**src/rtl/alu_ctl_pkg.sv**
```systemverilog
// Shared definitions for the stack-CPU ALU sequencer.
// Contents:
//   - 4-bit alu_ctl opcode constants (15 operations plus ILLEGAL)
//   - cmd_kind constants
//   - sequencer FSM state encoding
//   - op-class decode function used for operand routing and legality checks
package alu_ctl_pkg;

    localparam logic [3:0] ALU_ADD     = 4'b0000;
    localparam logic [3:0] ALU_SUB     = 4'b0001;
    localparam logic [3:0] ALU_NEG     = 4'b0010;
    localparam logic [3:0] ALU_MULT    = 4'b0011;
    localparam logic [3:0] ALU_AND     = 4'b0100;
    localparam logic [3:0] ALU_OR      = 4'b0101;
    localparam logic [3:0] ALU_XOR     = 4'b0110;
    localparam logic [3:0] ALU_NOT     = 4'b0111;
    localparam logic [3:0] ALU_EQ      = 4'b1000;
    localparam logic [3:0] ALU_GT      = 4'b1001;
    localparam logic [3:0] ALU_LEQ     = 4'b1010;
    localparam logic [3:0] ALU_NEGI    = 4'b1011;
    localparam logic [3:0] ALU_NOTI    = 4'b1100;
    localparam logic [3:0] ALU_BZ      = 4'b1101;
    localparam logic [3:0] ALU_BNZ     = 4'b1110;
    localparam logic [3:0] ALU_ILLEGAL = 4'b1111;

    localparam logic [1:0] KIND_ALU   = 2'b00;
    localparam logic [1:0] KIND_PUSH  = 2'b01;
    localparam logic [1:0] KIND_POP   = 2'b10;
    localparam logic [1:0] KIND_CLEAR = 2'b11;

    typedef enum logic [2:0] {
        ST_IDLE   = 3'd0,
        ST_LOAD_A = 3'd1,
        ST_LOAD_B = 3'd2,
        ST_EXEC   = 3'd3,
        ST_WRITE  = 3'd4,
        ST_DONE   = 3'd5
    } state_t;

    // BIN: NOS op TOS, pops two and pushes one.
    // UN1: TOS on operand1.  UN2: TOS on operand2.  BR: TOS on operand2, pops one.
    typedef enum logic [2:0] {
        CLS_BIN,
        CLS_UN1,
        CLS_UN2,
        CLS_BR,
        CLS_ILL
    } op_class_t;

    function automatic op_class_t decode_op(input logic [3:0] op);
        op_class_t cls;
        cls = CLS_ILL;
        case (op)
            ALU_ADD, ALU_SUB, ALU_MULT, ALU_AND, ALU_OR,
            ALU_XOR, ALU_EQ, ALU_GT, ALU_LEQ:  cls = CLS_BIN;
            ALU_NEG, ALU_NOT:                  cls = CLS_UN1;
            ALU_NEGI, ALU_NOTI:                cls = CLS_UN2;
            ALU_BZ, ALU_BNZ:                   cls = CLS_BR;
            ALU_ILLEGAL:                       cls = CLS_ILL;
            default:                           cls = CLS_ILL;
        endcase
        return cls;
    endfunction

endpackage

```
**src/rtl/alu_stack_seq_op_stack.sv**
```systemverilog
// op_stack: operand stack storage for alu_stack_seq.
// DEPTH x DBITS register array, one synchronous write port and two
// asynchronous read ports (top-of-stack and next-on-stack). Data is not reset.
// Ports:
//   clk                    clock
//   we, waddr, wdata       write port
//   tos_addr, nos_addr     read addresses
//   tos, nos               read data
module op_stack #(
    parameter int DBITS = 32,
    parameter int DEPTH = 16,
    localparam int AW = $clog2(DEPTH)
) (
    input  logic             clk,
    input  logic             we,
    input  logic [AW-1:0]    waddr,
    input  logic [DBITS-1:0] wdata,
    input  logic [AW-1:0]    tos_addr,
    input  logic [AW-1:0]    nos_addr,
    output logic [DBITS-1:0] tos,
    output logic [DBITS-1:0] nos
);

    logic [DBITS-1:0] mem [DEPTH];

    always_ff @(posedge clk) begin
        if (we) begin
            mem[waddr] <= wdata;
        end
    end

    assign tos = mem[tos_addr];
    assign nos = mem[nos_addr];

endmodule

```
**src/rtl/alu_stack_seq.sv**
```systemverilog
// alu_stack_seq: multi-cycle sequencer around the shared combinational ALU.
// Accepts stack commands, keeps an operand stack, feeds the ALU in EXEC and
// writes the result back, returning one response per command.
// Optional build macro: ALU_OP_COUNT_EN adds op_count (saturating count of
// successful ALU-class commands).
// Ports:
//   clk, reset                    clock, synchronous active-high reset
//   cmd_valid/cmd_ready           command handshake
//   cmd_kind, cmd_op, cmd_imm     command payload
//   alu_op1, alu_op2, alu_ctl     ALU drive (zero outside EXEC)
//   alu_result, alu_branch        ALU return
//   rsp_valid, rsp_data, rsp_branch, rsp_err   one-cycle response
//   depth, empty, full            stack occupancy
//   op_count                      (ALU_OP_COUNT_EN only)
//   state_dbg                     current FSM state
//
// Handshake: a command is taken on a rising edge where cmd_valid && cmd_ready.
// cmd_ready is high only in IDLE outside reset, so exactly one command is in
// flight; the payload need only be stable in the accept cycle.
module alu_stack_seq
    import alu_ctl_pkg::*;
#(
    parameter int DBITS = 32,
    parameter int DEPTH = 16,
    localparam int SP_BITS = $clog2(DEPTH) + 1
) (
    input  logic               clk,
    input  logic               reset,
    input  logic               cmd_valid,
    output logic               cmd_ready,
    input  logic [1:0]         cmd_kind,
    input  logic [3:0]         cmd_op,
    input  logic [DBITS-1:0]   cmd_imm,
    output logic [DBITS-1:0]   alu_op1,
    output logic [DBITS-1:0]   alu_op2,
    output logic [3:0]         alu_ctl,
    input  logic [DBITS-1:0]   alu_result,
    input  logic               alu_branch,
    output logic               rsp_valid,
    output logic [DBITS-1:0]   rsp_data,
    output logic               rsp_branch,
    output logic               rsp_err,
    output logic [SP_BITS-1:0] depth,
    output logic               empty,
    output logic               full,
`ifdef ALU_OP_COUNT_EN
    output logic [31:0]        op_count,
`endif
    output logic [2:0]         state_dbg
);

    localparam int AW = $clog2(DEPTH);

    state_t             state_q, state_d;
    logic [SP_BITS-1:0] depth_q, depth_next;
    logic [1:0]         kind_q;
    logic [3:0]         op_q;
    logic [DBITS-1:0]   imm_q, opa_q, opb_q, res_q;
    logic               err_q, br_q, cmd_illegal;
    op_class_t          cls_q;

    logic               we;
    logic [AW-1:0]      waddr, tos_addr, nos_addr;
    logic [DBITS-1:0]   wdata, tos, nos;

    // Low address bits wrap naturally, so depth==DEPTH still points at DEPTH-1.
    assign tos_addr = depth_q[AW-1:0] - AW'(1);
    assign nos_addr = depth_q[AW-1:0] - AW'(2);
    assign cls_q    = decode_op(op_q);

    op_stack #(.DBITS(DBITS), .DEPTH(DEPTH)) u_stack (
        .clk      (clk),
        .we       (we),
        .waddr    (waddr),
        .wdata    (wdata),
        .tos_addr (tos_addr),
        .nos_addr (nos_addr),
        .tos      (tos),
        .nos      (nos)
    );

    // Rejects anything that would underflow/overflow the stack.
    always_comb begin
        cmd_illegal = 1'b0;
        case (cmd_kind)
            KIND_ALU: begin
                case (decode_op(cmd_op))
                    CLS_BIN:                  cmd_illegal = (depth_q < SP_BITS'(2));
                    CLS_UN1, CLS_UN2, CLS_BR: cmd_illegal = (depth_q == '0);
                    default:                  cmd_illegal = 1'b1;
                endcase
            end
            KIND_PUSH: cmd_illegal = (depth_q == SP_BITS'(DEPTH));
            KIND_POP:  cmd_illegal = (depth_q == '0);
            default:   cmd_illegal = 1'b0;
        endcase
    end

    always_comb begin
        state_d = state_q;
        case (state_q)
            ST_IDLE: begin
                if (cmd_valid) begin
                    if (cmd_illegal)                state_d = ST_DONE;
                    else if (cmd_kind == KIND_ALU)  state_d = ST_LOAD_A;
                    else                            state_d = ST_WRITE;
                end
            end
            ST_LOAD_A: state_d = (cls_q == CLS_BIN) ? ST_LOAD_B : ST_EXEC;
            ST_LOAD_B: state_d = ST_EXEC;
            ST_EXEC:   state_d = ST_WRITE;
            ST_WRITE:  state_d = ST_DONE;
            ST_DONE:   state_d = ST_IDLE;
            default:   state_d = ST_IDLE;
        endcase
    end

    // Stack write-back, only effective in WRITE.
    always_comb begin
        we         = 1'b0;
        waddr      = depth_q[AW-1:0];
        wdata      = imm_q;
        depth_next = depth_q;
        case (kind_q)
            KIND_PUSH: begin
                we         = 1'b1;
                depth_next = depth_q + SP_BITS'(1);
            end
            KIND_POP:   depth_next = depth_q - SP_BITS'(1);
            KIND_CLEAR: depth_next = '0;
            default: begin
                case (cls_q)
                    CLS_BIN: begin
                        we         = 1'b1;
                        waddr      = nos_addr;
                        wdata      = res_q;
                        depth_next = depth_q - SP_BITS'(1);
                    end
                    CLS_UN1, CLS_UN2: begin
                        we    = 1'b1;
                        waddr = tos_addr;
                        wdata = res_q;
                    end
                    CLS_BR:  depth_next = depth_q - SP_BITS'(1);
                    default: ;
                endcase
            end
        endcase
        if (state_q != ST_WRITE) begin
            we         = 1'b0;
            depth_next = depth_q;
        end
    end

    always_ff @(posedge clk) begin
        if (reset) begin
            state_q <= ST_IDLE;
            depth_q <= '0;
        end else begin
            state_q <= state_d;
            depth_q <= depth_next;
            case (state_q)
                ST_IDLE: begin
                    if (cmd_valid) begin
                        kind_q <= cmd_kind;
                        op_q   <= cmd_op;
                        imm_q  <= cmd_imm;
                        err_q  <= cmd_illegal;
                    end
                end
                ST_LOAD_A: opa_q <= tos;
                ST_LOAD_B: opb_q <= nos;
                ST_EXEC: begin
                    res_q <= alu_result;
                    br_q  <= alu_branch;
                end
                default: ;
            endcase
        end
    end

    // opa holds TOS, opb holds NOS.
    always_comb begin
        alu_op1 = '0;
        alu_op2 = '0;
        alu_ctl = '0;
        if (state_q == ST_EXEC) begin
            alu_ctl = op_q;
            case (cls_q)
                CLS_BIN: begin
                    alu_op1 = opb_q;
                    alu_op2 = opa_q;
                end
                CLS_UN1:         alu_op1 = opa_q;
                CLS_UN2, CLS_BR: alu_op2 = opa_q;
                default: ;
            endcase
        end
    end

    assign cmd_ready  = (state_q == ST_IDLE) && !reset;
    assign rsp_valid  = (state_q == ST_DONE);
    assign rsp_err    = rsp_valid && err_q;
    assign rsp_branch = rsp_valid && !err_q && (kind_q == KIND_ALU) && (cls_q == CLS_BR) && br_q;
    assign rsp_data   = (rsp_valid && (depth_q != '0)) ? tos : '0;
    assign depth      = depth_q;
    assign empty      = (depth_q == '0);
    assign full       = (depth_q == SP_BITS'(DEPTH));
    assign state_dbg  = state_q;

`ifdef ALU_OP_COUNT_EN
    logic [31:0] op_count_q;

    always_ff @(posedge clk) begin
        if (reset) begin
            op_count_q <= '0;
        end else if (rsp_valid && !err_q && (kind_q == KIND_ALU) && (op_count_q != 32'hFFFF_FFFF)) begin
            op_count_q <= op_count_q + 32'd1;
        end
    end

    assign op_count = op_count_q;
`endif

endmodule

```
**config.mk**
```make
export PLATFORM = sky130hd
export DESIGN_NAME = alu_stack_seq
export DESIGN_NICKNAME = d
export VERILOG_FILES = /design/src/rtl/alu_ctl_pkg.sv /design/src/rtl/alu_stack_seq_op_stack.sv /design/src/rtl/alu_stack_seq.sv
export SDC_FILE = /design/constraint.sdc
export NUM_CORES = 1
export LEC_CHECK = 0
export BUFFER_PORTS_ARGS = -buffer_cell sky130_fd_sc_hd__buf_2
export CAP_MARGIN = 20
export CORE_MARGIN = 4
export CORE_UTILIZATION = 30
export DETAILED_ROUTE_END_ITERATION = 16
export PLACE_DENSITY = 0.48
export SYNTH_ARGS = -nofsm -noshare
export SYNTH_HDL_FRONTEND = slang
export SYNTH_SLANG_ARGS = --single-unit
```
**constraint.sdc**
```tcl
create_clock -name clk -period 6.7 [get_ports clk]
set_clock_uncertainty 0.1 [all_clocks]
set_input_delay 1.675 -clock clk [delete_from_list [all_inputs] [get_ports clk]]
set_output_delay 1.675 -clock clk [all_outputs]
set_load 0.1 [all_outputs]
```
==> results of run 1 <==
cells in the final DEF, fill, tap and decap left out, drive strengths merged, types with 18 or more instances in the layout:
cell type / instances
buf: 240
clkbuf: 95
mux2: 35
mux4: 288
o22ai: 36
nand2: 18
edfxtp: 648
clkinv: 29
and2: 36
a22oi: 32
nor2: 56
mux2i: 98
power by group:
part	internal (uW)	total (uW)	switching (uW)
registers	4930	5040	107
logic	1640	4010	2370
clock network	2350	4030	1680
total	8920	13100	4150
Yosys cell counts, drive strengths merged (2+ instances only):
cell type / instances
nor3: 7
nand3: 2
nor2b: 5
o21ai: 8
xor2: 5
a21o: 2
mux2i: 98
mux4: 288
nand2: 18
nor4: 3
clkbuf: 37
or3: 3
dfxtp: 11
ha: 13
nor2: 56
and2: 36
a21oi: 9
o311ai: 2
edfxtp: 648
a211o: 5
nand2b: 6
or2: 2
a31oi: 2
a22oi: 32
nor3b: 4
inv: 10
buf: 71
mux2: 35
o31ai: 2
a21boi: 3
o22ai: 36
xnor2: 2
and3: 2
worst min-delay path, cell delays in order, from the launching register on:
cell,delay [ns]
dfxtp_1,0.36
o31ai_1,0.09
a21oi_1,0.06
kinds of logic after synthesis:
logic type / count (synthesis) / synth area share
xor+xnor: 7 / 0.00230
compound gates: 114 / 0.0270
simple gates: 148 / 0.0252
fa+ha+maj: 14 / 0.00610
mux: 421 / 0.262
buf+inv: 118 / 0.0205
flops: 659 / 0.657
per-stage QoR:
stage	cell area (sq um)	power [uW]	worst slack (ns)
after global routing	35100	13700	0.504
after CTS	35100	13300	0.649
after floorplan	30000	8030	0.0432
final	35100	13100	0.729
after global placement	32600	9190	1.33
after detailed placement	32700	9210	1.35
how the worst min path moves through the flow:
stage / from / endpoint / slack (ns) / cells after the start
6_report: depth[4] / depth[4] / 0.45 / 2
4_1_cts: depth[4] / depth[4] / 0.45 / 2
3_3_place_gp: depth[4] / depth[4] / 0.44 / 2
3_5_place_dp: depth[4] / depth[4] / 0.45 / 2
2_1_floorplan: op_q[3] / cls_q[0] / 0.47 / 2
5_1_grt: depth[4] / depth[4] / 0.49 / 2
state kept, by name, indices dropped and copies added, names as in the netlist:
signal / cells
imm_q: 32
opb_q: 32
br_q: 1
depth: 5
u_stack.mem: 512
res_q: 32
state_dbg: 3
op_q: 4
opa_q: 32
err_q: 1
cls_q: 3
kind_q: 2
final cells by class:
type,count,area [sq um],area share
timing repair buffer,240,1440,0.0411
tap,1287,1610,0.0459
antenna,5,12.5,0.000357
clock inverter,43,349,0.00995
sequential,659,19700,0.561
multi-input combinational,704,9900,0.282
clock buffer,95,2040,0.0581
inverter,10,40.0,0.00114
metal layers:
| metal | wire length (um) | vias to the layer above |
|---|---|---|
| met5 | 0 | - |
| met1 | 36800 | 8668 |
| met4 | 1960 | 0 |
| met2 | 44900 | 497 |
| met3 | 4560 | 122 |
| li1 | - | 6771 |
==> metrics.md, run 1 <==
| Metric | Value |
|---|---|
| Worst Path Arrival | `4.20 ns` |
| Setup tns final | `0 ns` |
| Buffers & Inverters on Critical Path | `2` |
| Slew @ Worst Pin | `1.01 ns` |
| Hold/Removal Path Class | `register to register` |
| Critical path's top delay family | `simple AND/OR/NAND/NOR gates` |
| Starting DRT DRC Count | `1262` |
| GR Layer Usage met3 | `0.0305` |
| Die H | `324 um` |
| Crit path launch type | `register` |
| Critical Path RT | `4.93 ns` |
| Critical Path Sink | `rsp_data[31]` |
| First-pass GRT wire length | `126000 um` |
| Largest net degree at the start of global routing | `133` |
| Worst skew pair latency | `0.63 ns` |
| Yosys top cell area share | `0.649` |
| P&R area growth vs syn | `17.0%` |
| Asr flop ratio synth | `0` |
| Met1 Use GR | `0.220` |
| Crit path max-delay cell type | `or3_2` |
| Die Area | `105000 sq um` |
| Hold WS | `0.448 ns` |
| Final Max Slew Viols | `0` |
| Clock-pin slew on the worst setup and hold paths | `0.05 ns` |
| Layout cells sized above 1 | `0.402` |
| Crit path from | `depth[2]` |
| Seq/Total Area, Yosys | `0.657` |
| Busiest layer in global routing | `met2` |
| Final setup fails | `0` |
| Fillers | `9153` |
| Slew HR | `0.325` |
| Max-cap check violation count | `0` |
| Most common flop cell mapped by yosys | `edfxtp_1` |
| Initial core utilization | `0.304` |
| DRT antenna net count | `0` |
| Lkg Pwr | `0.0113 uW` |
| Antenna violations before repair | `2` |
| Inserted Clock Buffers | `77` |
| Gr usage total | `0.168` |
| RR Endpoint | `u_stack.mem[0][3]` |
| Cell area after synthesis | `30000 sq um` |
| Avg WL per Cell | `29.0 um` |
| GPL Wtd Cong | `0.746` |
| Worst Reg2Reg Path Length in Cells | `9` |
| Final Instance Count excl. Fillers | `3043` |
| Vias | `16058` |
| Tcrit/Tclk final | `0.891` |
| CTS Hold Bufs | `0` |
| Synth top area cells | `edfxtp_1, mux4_2, mux2i_1` |
| CP Capture Type | `primary output` |
| CTS tree | `yes` |
| Worst-path fanout max | `22` |
| WL final | `88300 um` |
| Total Nets Final | `1780` |
| Peak VDD IR | `247 uV` |
| Clock Sinks | `659` |
| Synth Net Count | `1569` |
| Yosys Warn Count | `0` |
| Avg Vias per Cell | `5.28` |
| Mapped Cells | `1481` |
| Die W | `324 um` |
| Longest Clk Path Bufs | `3` |
| H-tree depth | `3` |
| Post_cts resized | `0` |
| Row count | `115` |
| Core Footprint | `98700 sq um` |
| Stages on the worst setup path | `7` |
| Avg Cell Area, Syn | `20.2 sq um` |
| WS Path Type | `register to primary output` |
| Area leader, netlist | `edfxtp_1` |
| Grt met2 use | `0.292` |
| Drt drc | `0` |
| Port bufs | `187` |
| F_max | `167 MHz` |
| Register-to-register setup slack | `1.84 ns` |
| Worst r2r src | `depth[2]` |
| Status | `finished clean` |
| Dpl cells | `2900` |
| Final Core Density | `0.355` |
| Critical path, cell by cell | `inv_1, ha_1, a21boi_2, xnor2_4, or3_2, o22ai_1, buf_2` |
| Overflow left after global routing | `0` |
| Final Hold Vio Count | `0` |
| Setup Buffers After CTS | `0` |
| Clk root buf | `clkbuf_16` |
| Flops & latches, synth | `659` |
| RSZ-0062 raised after global routing | `false` |
| Final min period | `5.97 ns` |
| Largest stage delay, worst path | `0.88 ns` |
| Vias in the first global route | `17336` |
| Synth cell types | `59` |
| Pre-antenna DRT Iters | `5` |
| Power Density | `373 nW/um^2` |
| Post-DP HPWL | `51800 um` |
| Post-synth EDFFs | `648` |
| Top-Level Pins | `188` |
Power figures use the tool's default switching activity.
==> run 2: changes to the inputs <==
ABC_AREA = 1   (was not set)
CORE_UTILIZATION = 25   (was 30)
PLACE_DENSITY = 0.43   (was 0.48)
==> metrics.md, run 2 <==
| Metric | Value |
|---|---|
| Port bufs | `187 (unchanged)` |
| H-tree depth | `3 (unchanged)` |
| Critical Path RT | `4.93 ns (about the same)` |
| Tcrit/Tclk final | `0.907 (was 0.891)` |
| Tot Pwr | `17700 uW (was 13100 uW)` |
| First-pass GRT wire length | `160000 um (was 126000 um)` |
| Area leader, netlist | `edfxtp_1 (unchanged)` |
| Most frequent cells in the layout | `edfxtp_1, o21ai_0, nand2_1 (was edfxtp_1, mux4_2, buf_2)` |
| CTS tree | `yes (unchanged)` |
| Post-synth EDFFs | `648 (unchanged)` |
| Yosys top cell area share | `0.619 (was 0.649)` |
| GPL Wtd Cong | `0.782 (was 0.746)` |
| Asr flop ratio synth | `0 (unchanged)` |
| Clock-pin slew on the worst setup and hold paths | `0.06 ns (was 0.05 ns)` |
| Top-Level Pins | `188 (unchanged)` |
| WL final | `112000 um (was 88300 um)` |
| Longest Clk Path Bufs | `3 (unchanged)` |
| Antenna violations before repair | `16 (was 2)` |
| WS Path Type | `register to primary output (unchanged)` |
| Worst-path fanout max | `76 (was 22)` |
| Avg WL per Cell | `23.2 um (was 29.0 um)` |
| Most flops, register | `u_stack.mem (unchanged)` |
| Inserted Clock Buffers | `81 (was 77)` |
| Die Area | `132000 sq um (was 105000 sq um)` |
| Total Nets Final | `3230 (was 1780)` |
| RSZ-0062 raised after global routing | `false (unchanged)` |
| CP Capture Type | `primary output (unchanged)` |
| DRT antenna net count | `0 (unchanged)` |
| Worst skew pair latency | `0.66 ns (was 0.63 ns)` |
| Clock Sinks | `659 (unchanged)` |
| Initial core utilization | `0.253 (was 0.304)` |
| Final setup fails | `0 (unchanged)` |
| Crit path launch type | `register (unchanged)` |
| Multi-input logic area | `9780 sq um (was 9900 sq um)` |
| Core Footprint | `124000 sq um (was 98700 sq um)` |
| Post-DP HPWL | `68000 um (was 51800 um)` |
| Drt drc | `0 (unchanged)` |
| Overflow left after global routing | `0 (unchanged)` |
| Largest stage delay, worst path | `0.73 ns (was 0.88 ns)` |
| Synth Net Count | `3137 (was 1569)` |
| CP dominant cell by count | `buf_12` |
| Largest net degree at the start of global routing | `179 (was 133)` |
| Slew HR | `0.282 (was 0.325)` |
| Seq/Total Area, Yosys | `0.626 (was 0.657)` |
| Avg Vias per Cell | `4.97 (was 5.28)` |
| Pre-antenna DRT Iters | `5 (unchanged)` |
| Final min period | `6.08 ns (was 5.97 ns)` |
| Setup tns final | `0 ns (unchanged)` |
| Starting DRT DRC Count | `2374 (was 1262)` |
| Die H | `363 um (was 324 um)` |
| Layout cells sized above 1 | `0.130 (was 0.402)` |
| Top-count cell post-synth | `edfxtp_1 (unchanged)` |
| P&R area growth vs syn | `18.1% (was 17.0%)` |
| Setup Buffers After CTS | `0 (unchanged)` |
| Hold WS | `0.512 ns (was 0.448 ns)` |
| Die W | `363 um (was 324 um)` |
| Synth top area cells | `edfxtp_1, o21ai_0, a21oi_1 (was edfxtp_1, mux4_2, mux2i_1)` |
| Crit path max-delay cell type | `ha_4 (was or3_2)` |
| Most common flop cell mapped by yosys | `edfxtp_1 (unchanged)` |
| Row count | `129 (was 115)` |
| Clk root buf | `clkbuf_16 (unchanged)` |
| Hold/Removal Path Class | `register to register (unchanged)` |
| Number of flip-flops in the largest register | `512 (unchanged)` |
| Final Hold Vio Count | `0 (unchanged)` |
| Final Core Density | `0.299 (was 0.355)` |
| F_max | `165 MHz (was 167 MHz)` |
| Flops & latches, synth | `659 (unchanged)` |
| Peak VDD IR | `409 uV (was 247 uV)` |
| Final Max Slew Viols | `0 (unchanged)` |
| Power Density | `476 nW/um^2 (was 373 nW/um^2)` |
| Gr usage total | `0.165 (was 0.168)` |
| Most common cell after layout, fill and taps aside | `edfxtp_1 (unchanged)` |
| Cell area after synthesis | `31500 sq um (was 30000 sq um)` |
| Yosys Warn Count | `0 (unchanged)` |
| Max-cap check violation count | `0 (unchanged)` |
| Status | `finished clean (unchanged)` |
| Vias in the first global route | `22519 (was 17336)` |
| CTS Hold Bufs | `0 (unchanged)` |
| Worst Path Arrival | `4.30 ns (was 4.20 ns)` |
| Final Instance Count excl. Fillers | `4845 (was 3043)` |
| Critical path, cell by cell | `clkinv_8, ha_4, buf_12, o21ai_0, o22ai_1, o221ai_1, a21oi_1, buf_12 (was inv_1, ha_1, a21boi_2, xnor2_4, or3_2, o22ai_1, buf_2)` |
| Lkg Pwr | `0.0133 uW (was 0.0113 uW)` |
| Avg Cell Area, Syn | `10.3 sq um (was 20.2 sq um)` |
| Dpl cells | `4695 (was 2900)` |
| Synth cell types | `40 (was 59)` |
| Slew @ Worst Pin | `1.07 ns (was 1.01 ns)` |
| Mapped Cells | `3049 (was 1481)` |
| Top cells by count, synth | `edfxtp_1, o21ai_0, nand2_1, a21oi_1, inv_1 (was edfxtp_1, mux4_2, mux2i_1, nor2_1, buf_2)` |
| Vias | `24059 (was 16058)` |
| Fillers | `12844 (was 9153)` |
| Post_cts resized | `0 (unchanged)` |
| Register area | `19700 sq um (about the same)` |
[run 2: area by class of cell]
cell class | instances | share of cell area
Clock buffer | 99 | 0.0575
Multi-Input combinational cell | 1865 | 0.263
Clock inverter | 46 | 0.0112
Inverter | 286 | 0.0295
Sequential cell | 659 | 0.530
Tap cell | 1637 | 0.0551
Timing Repair Buffer | 249 | 0.0533
Antenna cell | 4 | 0.000269
[run 2: metrics by stage]
step / worst slack, ns / instance area [sq um]
floorplan: 0.227 / 31500
CTS: 0.588 / 37100
detailed placement: 1.35 / 34600
finish: 0.621 / 37200
global placement: 1.40 / 34600
global route: 0.350 / 37100
[run 2: path summary, 6_finish.rpt]
path              slack, ns  depth (start not counted)            endpoint  startpoint
setup / recovery       0.62                          8         rsp_data[2]    depth[0]
hold / removal         0.51                          2            depth[4]    depth[4]
setup reg to reg       1.88                          9  u_stack.mem[11][5]    depth[0]
hold reg to reg        0.51                          2            depth[4]    depth[4]
[run 2: metal layers]
layer | GRT usage | routed length, um | vias up
li1 | - | - | 11236
met1 | 0.234 | 51600 | 11773
met2 | 0.258 | 50000 | 906
met3 | 0.0371 | 8450 | 144
met4 | 0.0373 | 2240 | 0
met5 | 0 | 0 | -
[run 2: kinds of logic (layout without fill, tap and decap cells)]
logic type / count (synthesis) / in the layout / synth area share
compound gates: 1032 / 1032 / 0.188
simple gates: 814 / 814 / 0.109
flops: 659 / 659 / 0.626
buf+inv: 525 / 680 / 0.0698
fa+ha+maj: 14 / 14 / 0.00581
xor+xnor: 5 / 5 / 0.00199
other cells: 0 / 4 / 0
[run 2: critical path, delay by kind of cell (launching register included)]
family | cells | cell delay (ns)
AO/OA/AOI/OAI | 4 | 1.14
adder cells (fa/ha/maj) | 1 | 0.73
buffers and inverters | 3 | 1.01
flip-flops | 1 | 0.64
[run 2: report_power, final]
part           total, uW  internal [uW]  switching [uW]
logic               8150           1840            6310
registers           5320           5200             120
clock network       4230           2440            1800
